### config.mk
export PLATFORM = sky130hd
export DESIGN_NAME = e3_conv_sched
export DESIGN_NICKNAME = d
export VERILOG_FILES = /design/src/rtl/e3_conv_sched.sv
export SDC_FILE = /design/constraint.sdc
export NUM_CORES = 1
export LEC_CHECK = 0
export ABC_AREA = 0
export ABC_CLOCK_PERIOD_IN_PS = 3600
export BUFFER_PORTS_ARGS = -buffer_cell sky130_fd_sc_hd__buf_2
export CORE_MARGIN = 1.5
export CORE_UTILIZATION = 50
export CTS_BUF_LIST = sky130_fd_sc_hd__clkbuf_16
export DETAILED_ROUTE_END_ITERATION = 12
export GPL_ROUTABILITY_DRIVEN = 0
export MAX_ROUTING_LAYER = met4
export PLACE_DENSITY_LB_ADDON = 0.15
export SYNTH_ARGS = -nofsm -noshare
export SYNTH_HDL_FRONTEND = slang
export SYNTH_SLANG_ARGS = --single-unit
### constraint.sdc
create_clock -name Clk -period 3.6 [get_ports Clk]
set_clock_uncertainty 0.15 [all_clocks]
set_input_delay 0.54 -clock Clk [delete_from_list [all_inputs] [get_ports Clk]]
set_output_delay 0.54 -clock Clk [all_outputs]
set_load 0.02 [all_outputs]
### src/rtl/e3_conv_sched.sv
// e3_conv_sched: round-robin front end that time-shares one serial Excess-3 -> BCD converter among NREQ requesters.
// Optional macro E3_CONV_SELF_CHECK_EN adds a sticky chk_fail output comparing each converted digit with d-3.
module e3_conv_sched #(
  parameter int NREQ = 4,
  parameter int IDW  = 2
) (
  input  logic              Clk,
  input  logic              Rst,
  input  logic [NREQ-1:0]   req,
  input  logic [4*NREQ-1:0] req_digit,
  output logic [NREQ-1:0]   ack,
  output logic              rsp_valid,
  input  logic              rsp_ready,
  output logic [3:0]        rsp_bcd,
  output logic [IDW-1:0]    rsp_id,
  output logic              rsp_err,
  output logic              cv_x,
  output logic              cv_rst_n,
  input  logic              cv_z
`ifdef E3_CONV_SELF_CHECK_EN
  , output logic            chk_fail
`endif
);
  typedef enum logic [1:0] {S_IDLE, S_SHIFT, S_RESP} state_t;

  state_t          r_state, w_state;
  logic [1:0]      r_bitcnt, w_bitcnt;
  logic [IDW-1:0]  r_rr, w_rr;
  logic [3:0]      r_digit, w_digit;
  logic [2:0]      r_bcd, w_bcd;
  logic [NREQ-1:0] r_ack, w_ack;
  logic            r_rsp_valid, w_rsp_valid;
  logic [3:0]      r_rsp_bcd, w_rsp_bcd;
  logic [IDW-1:0]  r_rsp_id, w_rsp_id;
  logic            r_rsp_err, w_rsp_err;
  logic            r_cv_x, w_cv_x;
  logic            r_cv_rst_n, w_cv_rst_n;

  logic            w_found;
  logic [IDW-1:0]  w_g, w_idx;
  logic [3:0]      w_sel;
  logic            w_sel_ok;
  logic [3:0]      w_asm;

  // First requester found searching upward from the one after the last grant.
  always_comb begin
    w_found = 1'b0;
    w_g     = '0;
    w_idx   = '0;
    for (int k = 1; k <= NREQ; k++) begin
      w_idx = IDW'((int'(r_rr) + k) % NREQ);
      if (!w_found && req[w_idx]) begin
        w_found = 1'b1;
        w_g     = w_idx;
      end
    end
  end

  assign w_sel    = req_digit[{w_g, 2'b00} +: 4];
  assign w_sel_ok = (w_sel >= 4'd3) && (w_sel <= 4'd12);
  assign w_asm    = {cv_z, r_bcd};

  always_comb begin
    w_state     = r_state;
    w_bitcnt    = r_bitcnt;
    w_rr        = r_rr;
    w_digit     = r_digit;
    w_bcd       = r_bcd;
    w_ack       = '0;
    w_rsp_valid = r_rsp_valid;
    w_rsp_bcd   = r_rsp_bcd;
    w_rsp_id    = r_rsp_id;
    w_rsp_err   = r_rsp_err;
    w_cv_x      = 1'b0;
    w_cv_rst_n  = 1'b0;
    unique case (r_state)
      S_IDLE: begin
        if (w_found) begin
          w_rr     = w_g;
          w_ack    = NREQ'(1) << w_g;
          w_digit  = w_sel;
          w_rsp_id = w_g;
          if (w_sel_ok) begin
            w_cv_rst_n = 1'b1;
            w_cv_x     = w_sel[0];
            w_bitcnt   = 2'd0;
            w_state    = S_SHIFT;
          end else begin
            // Out-of-range codes are answered directly; the converter stays in reset.
            w_rsp_bcd   = 4'd0;
            w_rsp_err   = 1'b1;
            w_rsp_valid = 1'b1;
            w_state     = S_RESP;
          end
        end
      end
      S_SHIFT: begin
        if (r_bitcnt != 2'd3) begin
          w_bcd[r_bitcnt] = cv_z;
          w_bitcnt        = r_bitcnt + 2'd1;
          w_cv_rst_n      = 1'b1;
          w_cv_x          = r_digit[r_bitcnt + 2'd1];
        end else begin
          w_rsp_bcd   = w_asm;
          w_rsp_err   = 1'b0;
          w_rsp_valid = 1'b1;
          w_state     = S_RESP;
        end
      end
      S_RESP: begin
        if (rsp_ready) begin
          w_rsp_valid = 1'b0;
          w_state     = S_IDLE;
        end
      end
      default: w_state = S_IDLE;
    endcase
  end

  always_ff @(posedge Clk or negedge Rst) begin
    if (!Rst) begin
      r_state     <= S_IDLE;
      r_bitcnt    <= '0;
      r_rr        <= IDW'(NREQ - 1);
      r_digit     <= '0;
      r_bcd       <= '0;
      r_ack       <= '0;
      r_rsp_valid <= 1'b0;
      r_rsp_bcd   <= '0;
      r_rsp_id    <= '0;
      r_rsp_err   <= 1'b0;
      r_cv_x      <= 1'b0;
      r_cv_rst_n  <= 1'b0;
    end else begin
      r_state     <= w_state;
      r_bitcnt    <= w_bitcnt;
      r_rr        <= w_rr;
      r_digit     <= w_digit;
      r_bcd       <= w_bcd;
      r_ack       <= w_ack;
      r_rsp_valid <= w_rsp_valid;
      r_rsp_bcd   <= w_rsp_bcd;
      r_rsp_id    <= w_rsp_id;
      r_rsp_err   <= w_rsp_err;
      r_cv_x      <= w_cv_x;
      r_cv_rst_n  <= w_cv_rst_n;
    end
  end

`ifdef E3_CONV_SELF_CHECK_EN
  logic r_chk_fail;

  always_ff @(posedge Clk or negedge Rst) begin
    if (!Rst)
      r_chk_fail <= 1'b0;
    else if (r_state == S_SHIFT && r_bitcnt == 2'd3 && w_asm != (r_digit - 4'd3))
      r_chk_fail <= 1'b1;
  end

  assign chk_fail = r_chk_fail;
`endif

  assign ack       = r_ack;
  assign rsp_valid = r_rsp_valid;
  assign rsp_bcd   = r_rsp_bcd;
  assign rsp_id    = r_rsp_id;
  assign rsp_err   = r_rsp_err;
  assign cv_x      = r_cv_x;
  assign cv_rst_n  = r_cv_rst_n;

endmodule

==> impl_metrics.yaml <==
clocking:
  cts-buffers-inserted: 3
  post_cts_buffers: 0
  cts_hold_buf: 0
  clk_path_buf_depth: 2
  h-tree-depth: 1
  post_cts_resized: 0
  cts_tree: "yes"
  cts-root-buf: "clkbuf_16"
  insertion_delay_ns: 0.26
  clkTransAtPathRegs_ns: 0.07
  clock-sinks: 27
critical_path:
  path_class: "register to register"
  crit_start: "r_rr[1]"
  crit_fanout: 7
  slowest_delay_ns: 0.60
  r2r_cells: 7
  worstPathCellList: "nand2_1, a21oi_1, o221a_1, mux4_2, a211o_1, and2_1, a21o_1"
  critPathLaunchType: "register"
  cp_data_required_time_ns: 3.61
  crit_arrival_ns: 2.88
  crit_path_top_delay_cell: "dfstp_2"
  cp-end-kind: "register"
  r2r_start: "r_rr[1]"
power_and_ir_drop:
  p_seq_share_pct: 36.2
  p_leak_nw: 0.828
  power_mw: 1.61
  ir_drop_mv: 0.536
  p_per_area_mw_per_mm2: 964
  internal-power_uw: 943
  switchingPower_uw: 664
  comb_power_share_pct: 48.4
  switching_share_pct: 41.3
  pwr-share-clk_pct: 15.4
timing:
  min_period_ns: 2.88
  rsz0062_at_grt: "no"
  drv_slew: 0
  hold_viol: 0
  max_slew_margin_pct: 59.8
  period_share_pct: 80.0
  setup_viol: 0
  max_freq_ghz: 0.347
  finalSetupTns_ns: 0
  worst_pin_slew_ns: 0.603
grt:
  grt_remaining_overflow: 0
  grt_pass1_vias: 1115
  grt_usage_pct: 21.5
  grt_pass1_wl_um: 5040
  antenna_found_initial: 0
  grt_max_degree: 28
run_status:
  outcome: "finished clean"
min_path:
  hp-class: "primary input to asynchronous set/reset pin"
floorplan:
  dieArea_mm2: 0.00309
  start_util_pct: 54.4
  die_h_um: 55.6
  die_w_um: 55.6
  design.core.area_mm2: 0.00254
  io-pin-count: 38
  rows: 18
synthesis:
  yosys-top-cells-count: "nand2_1, dfrtp_1, nor2_1, a21oi_1, mux4_2"
  syn_nets: 160
  synth_warnings: 0
  seq_area_frac_synth_pct: 49.0
  synth_seq_cells: 27
  syn-instance-count: 132
  yosysTopAreaCell: "dfrtp_1"
  synth_edf_count: 0
  synth_flop_cell: "dfrtp_1"
  avgSynthCellArea_um2: 10.5
  async_flop_share_pct: 100
  synth_top_area_share_pct: 45.2
  synth_most_common_cell: "nand2_1"
  synthesis.area_mm2: 0.00139
  synth_cell_type_count: 35
  synth.area.top_cells: "dfrtp_1, mux4_2, nand2_1, dfstp_2, ha_1"
routing:
  antenna_left: 0
  first_pass_iters: 4
  drc: 0
  dr_total_vias: 1120
  drt_iter0_markers: 60
  avgViaCountPerCell: 5.63
  routed_wl_um: 3040
  wl_per_cell_um: 15.3
cells_and_area:
  diodes: 0
  regArea_um2: 678
  n_fill_cell: 207
  multi_input_area_um2: 649
  drive_above_1_share_pct: 32.0
  nNetsFinal: 198
  syn_to_final_growth_pct: 20.3
job:
  max_cap_violations: 0
placement:
  portBuffers: 37
  dp_hpwl_um: 2270
==> state kept, by name, indices dropped and copies added (netlist names), 2 cells and up <==
| signal | count |
|---|---|
| ack | 4 |
| r_bcd | 3 |
| r_digit | 4 |
| r_bitcnt | 2 |
| rsp_bcd | 4 |
| rsp_id | 2 |
| r_rr | 2 |
| r_state | 2 |
==> critical path, delay by kind of cell (launching register included) <==
kind            cells  cell delay (ns)
compound gates      4             1.10
flops               1             0.60
mux                 1             0.60
simple gates        2             0.33
==> cell families (layout without fill, tap and decap cells) <==
| kind of cell | Yosys count | after routing | share of synthesized area, % |
|---|---|---|---|
| AO/OA/AOI/OAI | 25 | 25 | 11.8 |
| XOR/XNOR | 1 | 1 | 0.632 |
| adder cells (fa/ha/maj) | 4 | 4 | 3.61 |
| buffers and inverters | 11 | 48 | 4.15 |
| flip-flops | 27 | 27 | 49.0 |
| multiplexers | 10 | 10 | 12.0 |
| AND/OR/NAND/NOR | 54 | 54 | 18.8 |
==> worst paths after layout <==
kind / end / slack, ns
setup / recovery: r_state[0] / 0.72
hold / removal: rsp_bcd[3] / 0.14
setup reg to reg: r_state[0] / 0.72
hold reg to reg: r_digit[2] / 0.33
max in group asynchronous: r_bitcnt[0] / 2.77
min in group Clk: r_digit[2] / 0.33
==> metrics by stage <==
stage	hold WS [ns]	std cells	setup slack (ns)	util [%]	area [um^2]
2_1_floorplan	0.0944	132	0.857	-	1390
3_3_place_gp	0.303	195	0.670	62.4	1590
3_5_place_dp	0.321	195	0.578	62.4	1590
4_1_cts	0.151	199	0.728	65.5	1670
5_1_grt	0.188	199	0.577	65.5	1670
6_report	0.136	199	0.721	65.5	1670
==> power groups by stage <==
stage	Combinational, mW	Sequential, mW	Clock [mW]
after global routing	0.862	0.600	0.264
after detailed placement	0.777	0.585	0
after floorplan	0.534	0.625	0
after global placement	0.750	0.573	0
after CTS	0.782	0.580	0.247
final	0.778	0.582	0.247
==> cell type report <==
type | count | share of cell area [%]
inverters | 4 | 0.901
multi-input cells | 94 | 39.0
clock buffers | 3 | 4.50
flip-flops and latches | 27 | 40.7
clock inverters | 1 | 0.225
well taps | 30 | 2.25
repair buffers | 40 | 12.5
==> placed cells by master (no fill, tap or decap), drive strengths merged, types with 2 or more instances in the layout <==
cell and count:
a21o 3, a21oi 9, a22oi 4, a31oi 2
and2 2, buf 40, clkbuf 3, dfrtp 25
dfstp 2, ha 4, inv 5, mux2 3
mux2i 2, mux4 5, nand2 27, nand4b 4
nor2 9, nor3 3, nor3b 3, o21ai 3
==> metal layers <==
metal	up-vias	track usage, %	wire, um	part of all wire [%]
met5	-	-	0	0
met4	0	9.41	55	1.8
met3	6	3.95	90	3.0
met2	23	32.1	1530	50
met1	555	28.9	1370	45
li1	536	-	-	-
(Power assumes the default switching activity.)
